### src/rtl/uart_tx_port.sv
// 8N1 UART transmitter fed by a 4-entry byte FIFO with a CPU-readable status word.
// Define UART_TX_PARITY_EN to insert an even-parity bit between data and stop.
module uart_tx_port #(
  parameter int CLKS_PER_BIT = 16
) (
  input  logic       clk,
  input  logic       rst,
  input  logic [7:0] wr_data,
  input  logic       wr_en,
  output logic       tx,
  output logic       busy,
  output logic       fifo_full,
  output logic [7:0] status
);

  typedef enum logic [2:0] {
    S_IDLE,
    S_START,
    S_DATA,
`ifdef UART_TX_PARITY_EN
    S_PARITY,
`endif
    S_STOP
  } state_t;

  state_t     state, state_next;
  logic [7:0] mem [4];
  logic [1:0] rd_ptr, wr_ptr;
  logic [2:0] count;
  logic       overflow;
  logic [7:0] data_reg;
  logic [7:0] baud_cnt;
  logic [2:0] bit_idx;
  logic       baud_done;
  logic       push;
  logic       pop;

  assign baud_done = (baud_cnt == 8'(CLKS_PER_BIT - 1));
  // Acceptance looks only at the registered count, so a full FIFO drops the
  // write even when the FSM frees a slot on the same edge.
  assign push      = wr_en && (count != 3'd4);
  assign fifo_full = (count == 3'd4);
  assign status    = {4'b0000, (count == 3'd0), overflow, fifo_full, busy};

  always_ff @(posedge clk) begin
    if (rst) state <= S_IDLE;
    else     state <= state_next;
  end

  always_comb begin
    state_next = state;
    pop        = 1'b0;
    case (state)
      S_IDLE: begin
        if (count != 3'd0) begin
          state_next = S_START;
          pop        = 1'b1;
        end
      end
      S_START: if (baud_done) state_next = S_DATA;
      S_DATA: begin
        if (baud_done && bit_idx == 3'd7) begin
`ifdef UART_TX_PARITY_EN
          state_next = S_PARITY;
`else
          state_next = S_STOP;
`endif
        end
      end
`ifdef UART_TX_PARITY_EN
      S_PARITY: if (baud_done) state_next = S_STOP;
`endif
      S_STOP: begin
        if (baud_done) begin
          if (count != 3'd0) begin
            state_next = S_START;
            pop        = 1'b1;
          end else begin
            state_next = S_IDLE;
          end
        end
      end
      default: state_next = S_IDLE;
    endcase
  end

  always_comb begin
    tx   = 1'b1;
    busy = 1'b1;
    case (state)
      S_IDLE:   busy = 1'b0;
      S_START:  tx   = 1'b0;
      S_DATA:   tx   = data_reg[bit_idx];
`ifdef UART_TX_PARITY_EN
      S_PARITY: tx   = ^data_reg;
`endif
      S_STOP:   tx   = 1'b1;
      default:  busy = 1'b0;
    endcase
  end

  always_ff @(posedge clk) begin
    if (rst) begin
      rd_ptr   <= 2'd0;
      wr_ptr   <= 2'd0;
      count    <= 3'd0;
      overflow <= 1'b0;
      data_reg <= 8'h00;
      baud_cnt <= 8'd0;
      bit_idx  <= 3'd0;
    end else begin
      if (state == S_IDLE || baud_done) baud_cnt <= 8'd0;
      else                              baud_cnt <= baud_cnt + 8'd1;
      if (state == S_DATA && baud_done) bit_idx <= bit_idx + 3'd1;
      if (pop) begin
        data_reg <= mem[rd_ptr];
        rd_ptr   <= rd_ptr + 2'd1;
      end
      if (push)          wr_ptr   <= wr_ptr + 2'd1;
      if (wr_en && !push) overflow <= 1'b1;
      case ({push, pop})
        2'b10:   count <= count + 3'd1;
        2'b01:   count <= count - 3'd1;
        default: ;
      endcase
    end
  end

  // NOTE: the storage array has no reset; count and pointers alone decide
  // which entries are valid, and leaving it unreset keeps it plain RAM.
  always_ff @(posedge clk) begin
    if (push && !rst) mem[wr_ptr] <= wr_data;
  end

endmodule

### config.mk
export PLATFORM = sky130hd
export DESIGN_NAME = uart_tx_port
export DESIGN_NICKNAME = d
export VERILOG_FILES = /design/src/rtl/uart_tx_port.sv
export SDC_FILE = /design/constraint.sdc
export NUM_CORES = 1
export LEC_CHECK = 0
export CAP_MARGIN = 20
export CORE_MARGIN = 4
export CORE_UTILIZATION = 45
export DETAILED_ROUTE_END_ITERATION = 7
export DONT_BUFFER_PORTS = 1
export SYNTH_ARGS = -nofsm -noshare
export SYNTH_HDL_FRONTEND = slang
export SYNTH_SLANG_ARGS = --single-unit
### constraint.sdc
create_clock -name clk -period 3.2 [get_ports clk]
set_clock_uncertainty 0.1 [all_clocks]
set_input_delay 0.8 -clock clk [delete_from_list [all_inputs] [get_ports clk]]
set_output_delay 0.8 -clock clk [all_outputs]
set_load 0.05 [all_outputs]
# Word-level counts from Yosys, hierarchy flattened
# Memory sizes are Yosys's and may differ from the RTL's. A register that Yosys moved wholly into a read port is not among the register bits.
# Index checks and enable logic that the tools add are counted.
[totals]
output_inout_bits = 11
wordCells = 59
inputBits = 11
reg_bits = 22
mem_bits_rw = 32
memories = 1
[mem_list]
columns = ["name", "depth", "width", "rd", "rd_clocked_by_memory_dff", "wr", "line", "source"]
rows = [
  ["mem", 4, 8, 1, 1, 1, "27", "logic [7:0] mem [4];"],
]
[op_classes]
add_sub_neg = 6
n_mux = 16
n_eq_ne = 13
magnitude_cmp = 1
reduce_logical = 15
[op_table]
columns = ["operator", "n"]
rows = [
  ["$mux W3", 4],
  ["$pmux W3 S4", 1],
  ["$add A8 B1 Y8 const B", 1],
  ["$eq A8 B4 Y1 const B", 1],
  ["$ne A2 B2 Y1 const B", 4],
  ["$mux W1", 7],
  ["$add A3 B1 Y3 const B", 2],
  ["$eq A3 B2 Y1 const B", 2],
  ["$eq A3 B3 Y1 const B", 2],
  ["$logic_not A3 Y1", 2],
  ["$pmux W3 S2", 1],
  ["$logic_and A1 B1 Y1", 5],
  ["$add A2 B1 Y2 const B", 2],
  ["$lt A3 B4 Y1 const B", 1],
  ["$pmux W1 S2", 2],
  ["$reduce_and A4 Y1", 1],
  ["$bmux W1 S3", 1],
  ["$eq A3 B1 Y1 const B", 1],
  ["$ne A3 B3 Y1 const B", 1],
  ["$reduce_bool A3 Y1", 1],
  ["$reduce_or A3 Y1", 1],
  ["$sub A3 B1 Y3 const B", 1],
  ["$eq A2 B1 Y1 const B", 1],
  ["$eq A2 B2 Y1 const B", 1],
  ["other kinds (4)", 5],
]

# Logic depth before layout (Yosys ltp)
# Gate-level depths: netlist of run 1.
[logic_depth]
ltp_word = 6
mapped_depth = 12
mapped_depth_nobuf = 10

# Worst setup path before layout of run 1
# Ideal clock, no wire load.
[synth_path]
kind = "flip-flop to flip-flop"
startpoint = "register count[2]"
endpoint = "register count[2]"
slack_ns = -0.119
required_time_ns = 3.030
period_less_slack_ns = 3.319
arrival_time_ns = 3.148
setup_ns = 0.070
stages_incl_launch_ff = 9
path_buffers = 0
path_cell_list = "dfxtp_1 nor3b_1 nand2b_1 ha_1 inv_1 fa_1 xor2_1 or3_1 a21oi_1"
[synth_between]
elab_chain_len = 6
word_cells_on_any_way = 12
cone_classes = "2 x add/sub; 3 x eq/ne; 4 x mux; 3 x reduce/logical"
[synth_lines]
columns = ["item", "line", "source"]
rows = [
  ["from (decl)", "29", "logic [2:0] count;"],
  ["from (signal assigned)", "122", "2'b10: count <= count + 3'd1;"],
  ["from (signal assigned)", "123", "2'b01: count <= count - 3'd1;"],
  ["$reduce_bool A3 Y1", "55, 75", ""],
  ["$mux W1", "55, 75", ""],
  ["$mux W1", "74", "if (baud_done) begin"],
  ["$pmux W1 S2", "53", "case (state)"],
  ["$eq A2 B1 Y1 / $eq A2 B2 Y1 (equally long branches)", "121", "case ({push, pop})"],
  ["$pmux W3 S2 / $reduce_bool A2 Y1 (equally long branches)", "--", ""],
]
# Parallel ways exist; a longest one is shown, timed or not.
# A chain may end at the register's enable or synchronous reset.

# Worst setup path after layout of run 1
[layout_path]
startpoint = "register state[0]"
endpoint = "register count[2]"
[layout_between]
elab_chain_len = 4
word_cells_on_any_way = 7
cone_classes = "3 x eq/ne; 2 x mux; 2 x reduce/logical"
[layout_lines]
columns = ["item", "line", "source"]
rows = [
  ["from (decl)", "26", "state_t state, state_next;"],
  ["from (signal assigned)", "47", "else state <= state_next;"],
  ["$eq A3 B2 Y1 / $logic_not A3 Y1 (equally long branches)", "53", ""],
  ["$pmux W1 S2 *", "53", ""],
  ["via pop", "36", "logic pop;"],
  ["$eq A2 B1 Y1 / $eq A2 B2 Y1 (equally long branches)", "121", ""],
  ["$pmux W3 S2 / $reduce_bool A2 Y1 (equally long branches)", "--", ""],
]
# The timed path passes the listed nets; every way through them passes the cells marked *.

==> results of run 1 <==
logic make-up after synthesis:
group | Yosys count | synth area share (%)
simple gates | 53 | 10.61
xor+xnor | 10 | 3.214
other cells | 1 | 0.1376
mux | 17 | 11.02
compound gates | 29 | 6.290
buf+inv | 28 | 5.463
flops | 61 | 56.57
fa+ha+maj | 14 | 6.704
final timing paths:
path              cells after the start                     end  slack, ps
hold reg to reg                       1  baud_cnt[0]$_SDFF_PP0_        380
hold / removal                        1  baud_cnt[0]$_SDFF_PP0_        380
setup reg to reg                     10   count[2]$_SDFFE_PP0P_        340
setup / recovery                     10   count[2]$_SDFFE_PP0P_        340
per-stage QoR:
| step | util, % | cell area, sq um | setup slack, ps | hold WS (ps) |
|---|---|---|---|---|
| finish | 49.47 | 2912 | 341.0 | 380.6 |
| CTS | 49.47 | 2912 | 342.4 | 384.8 |
| global route | 49.47 | 2912 | 121.3 | 405.2 |
| floorplan | - | 2741 | 471.6 | 326.1 |
| global placement | 46.90 | 2760 | 562.7 | 338.0 |
| detailed placement | 46.90 | 2760 | 387.8 | 374.7 |
layout by cell type (no fill, tap or decap), types with 2 or more instances in the layout:
| cell type | synthesis | final |
|---|---|---|
| sky130_fd_sc_hd__edfxtp_1 | 32 | 32 |
| sky130_fd_sc_hd__dfxtp_1 | 29 | 29 |
| sky130_fd_sc_hd__nor2_1 | 18 | 18 |
| sky130_fd_sc_hd__a21oi_1 | 13 | 13 |
| sky130_fd_sc_hd__ha_1 | 13 | 13 |
| sky130_fd_sc_hd__inv_1 | 12 | 12 |
| sky130_fd_sc_hd__nand3_1 | 11 | 11 |
| sky130_fd_sc_hd__o21ai_0 | 11 | 11 |
| sky130_fd_sc_hd__mux4_2 | 10 | 10 |
| sky130_fd_sc_hd__clkbuf_8 | 0 | 9 |
| sky130_fd_sc_hd__mux2i_1 | 6 | 6 |
| sky130_fd_sc_hd__xor2_1 | 6 | 6 |
| sky130_fd_sc_hd__and2_1 | 4 | 4 |
| sky130_fd_sc_hd__xnor2_1 | 4 | 4 |
| sky130_fd_sc_hd__conb_1 | 1 | 4 |
| sky130_fd_sc_hd__clkbuf_1 | 4 | 4 |
| sky130_fd_sc_hd__nor3_1 | 3 | 3 |
| sky130_fd_sc_hd__nand2_1 | 3 | 3 |
| sky130_fd_sc_hd__buf_4 | 7 | 3 |
| sky130_fd_sc_hd__or3_1 | 2 | 2 |
| sky130_fd_sc_hd__nor2b_1 | 2 | 2 |
| sky130_fd_sc_hd__clkinv_1 | 0 | 2 |
final cells by class:
cell class / count / area (sq um) / area share, %
Clock inverter: 3 / 12.51 / 0.4297
Timing Repair Buffer: 3 / 22.52 / 0.7735
Clock buffer: 13 / 138.9 / 4.770
Sequential cell: 61 / 1541 / 52.94
Multi-Input combinational cell: 127 / 1057 / 36.31
Tap cell: 75 / 93.84 / 3.223
Inverter: 12 / 45.04 / 1.547
power breakdown:
part	leakage (uW)	switching [uW]	total (uW)	internal (uW)
Clock	0.0000765	266	542	276
Combinational	0.000428	457	761	304
Sequential	0.000527	117	1060	945
Total	0.00103	840	2360	1520
metal layers:
| metal | share of wire, % | GRT usage [%] |
|---|---|---|
| met1 | 44 | 16.29 |
| met4 | 2.9 | 8.345 |
| met3 | 4.5 | 4.131 |
| met2 | 48 | 21.40 |
| met5 | 0 | 0 |
worst reg2reg max path, stage by stage (launching register included):
cell	delay (ps)
sky130_fd_sc_hd__dfxtp_1	390
sky130_fd_sc_hd__inv_1	100
sky130_fd_sc_hd__ha_1	350
sky130_fd_sc_hd__or2_2	390
sky130_fd_sc_hd__nor2_1	150
sky130_fd_sc_hd__ha_1	210
sky130_fd_sc_hd__inv_1	60
sky130_fd_sc_hd__fa_1	380
sky130_fd_sc_hd__xor2_1	170
sky130_fd_sc_hd__or3_1	320
sky130_fd_sc_hd__a21oi_1	170
==> flow_metrics.py, run 1 <==
metrics = {
    "floorplanning": {
        "core_area_sq_um": 5886,
        "placement_rows": 28,
        "dieWidth_microns": 85.82,
        "die_y_microns": 85.82,
        "start_util_pct": 46.30,
        "pin_count": 22,
        "design.die.area_sq_um": 7365,
    },
    "sta": {
        "grt_setup_unrepaired": "no",
        "final.period_utilization_pct": 89.34,
        "timing.max_slew.rel_slack_pct": 44.91,
        "setup_violations": 0,
        "final_period_minus_worst_setup_slack_ps": 2859,
        "timing.final.hold_violations": 0,
        "timing.final.max_slew_violations": 0,
        "timing.fmax_mhz": 349.8,
        "fin_tns_setup_ps": 0,
        "worst_max_slew_pin_slew_ps": 825.5,
    },
    "placed_design": {
        "placement.io_buffers": 0,
        "dp_cells": 278,
        "place_hpwl_mm": 3.163,
        "globalplace.congestion": 0.6983,
    },
    "clock_tree": {
        "max-clock-path-buffers": 2,
        "numClockSinks": 61,
        "tritoncts": "done",
        "clk-insertion-delay-late_ps": 320,
        "cts-resized-gates": 0,
        "hold_buffers": 0,
        "cts.clk_slew.worst_paths_ps": 60,
        "cts.htree.levels": 3,
        "buffers_inserted_during_post_cts_setup_optimization": 0,
        "numCtsBuffers": 9,
        "ctsRootBufferMaster": "sky130_fd_sc_hd__clkbuf_8",
    },
    "synth": {
        "netlist_top_cells_count": "32 x sky130_fd_sc_hd__edfxtp_1, 29 x sky130_fd_sc_hd__dfxtp_1, 18 x sky130_fd_sc_hd__nor2_1, 13 x sky130_fd_sc_hd__a21oi_1, 13 x sky130_fd_sc_hd__ha_1",
        "yosysTopAreaCell": "sky130_fd_sc_hd__edfxtp_1",
        "synth-seq-area-share_pct": 56.57,
        "synth_top_flop_cell": "sky130_fd_sc_hd__edfxtp_1",
        "post_synth.cell_area_avg_sq_um": 12.79,
        "count_of_cell_types_in_the_netlist": 40,
        "most_used_standard_cell_by_instance_count_after_synthesis": "sky130_fd_sc_hd__edfxtp_1",
        "number_of_flip_flops_and_latches_in_the_synthesized_netlist": 61,
        "netlist_instances": 213,
        "synth_warnings": 0,
        "synthesis.area_sq_um": 2725,
        "netlist_top_cells_area": "sky130_fd_sc_hd__edfxtp_1 35%, sky130_fd_sc_hd__dfxtp_1 21%, sky130_fd_sc_hd__mux4_2 8.3%, sky130_fd_sc_hd__ha_1 6.0%, sky130_fd_sc_hd__nor2_1 2.5%",
        "synth_enable_flop_cells": 32,
        "synth_top_area_share_pct": 35.26,
        "synthArstFlopShare_pct": 0,
    },
    "worst_setup_path": {
        "crit_path_max_fanout": 11,
        "r2r-start": "state[0]$_SDFFE_PP0P_",
        "critPathRequiredTime_ps": 3350,
        "critical_path.max_stage_delay_ps": 390,
        "nature_of_the_critical_path_startpoint": "flop",
        "worst_path_dominant_cell_family": "adder cells",
        "crit_path_cell_trace": "inv_1, ha_1, or2_2, nor2_1, ha_1, inv_1, fa_1, xor2_1, or3_1, a21oi_1",
        "crit_buf_inv": 2,
        "timing.critical_path.from": "state[0]$_SDFFE_PP0P_",
        "worst_setup_end_kind": "flop",
        "timing.critical_path.arrival_ps": 3000,
        "cell_with_the_biggest_individual_delay_on_the_critical_path": "sky130_fd_sc_hd__dfxtp_1",
        "worst-setup-path-type": "reg -> reg",
    },
    "global_routing": {
        "grt_pass1_wl_mm": 7.590,
        "globalRoute.totalOverflow": 0,
        "gr-usage-all-layers_pct": 13.58,
        "antenna_violations_before_repair": 0,
        "maximum_number_of_pins_on_one_net_before_global_route_repair": 26,
        "first_global_vias": 1607,
    },
    "drt": {
        "drt_iter0_markers": 123,
        "routed_wire_length_per_instance_microns": 14.88,
        "detail_route.drc_violations": 0,
        "detail_route.wirelength_mm": 4.375,
        "ant_nets": 0,
        "vias_per_cell": 5.269,
        "first_pass_iters": 4,
        "num_vias": 1549,
    },
    "pwr": {
        "power.leakage_uw": 0.001031,
        "max-vdd-ir-drop_v": 0.0004027,
        "totalPowerFinal_uw": 2364,
        "power.density_cell_area_nw_per_um2": 812.0,
    },
    "layout": {
        "antenna_cells": 0,
        "layout.cells.non_filler": 294,
        "finalNetCount": 239,
        "layout-drive-gt1-share_pct": 15.07,
        "largest_reg_flops": 32,
        "final.fill_count": 516,
        "syn_to_final_growth_pct": 6.841,
    },
    "worst_hold_path": {
        "min_from": "baud_cnt[0]$_SDFF_PP0_",
        "type_of_the_most_critical_hold_path": "reg -> reg",
    },
    "job": {
        "max_cap_violations": 0,
    },
    "status": {
        "status": "complete, no violations",
    },
}
Note: power is estimated with default switching activity, not from simulation.
==> inputs of run 2 (changes only) <==
--- a/config.mk
+++ b/config.mk
@@ -5,9 +5,10 @@
 export SDC_FILE = /design/constraint.sdc
 export NUM_CORES = 1
 export LEC_CHECK = 0
-export CAP_MARGIN = 20
+export CAP_MARGIN = 0
 export CORE_MARGIN = 4
 export CORE_UTILIZATION = 45
+export CTS_CLUSTER_DIAMETER = 100
 export DETAILED_ROUTE_END_ITERATION = 7
 export DONT_BUFFER_PORTS = 1
 export SYNTH_ARGS = -nofsm -noshare
==> results of run 2 <==
The final DEF is identical to that of run 1; final timing and power are the same.
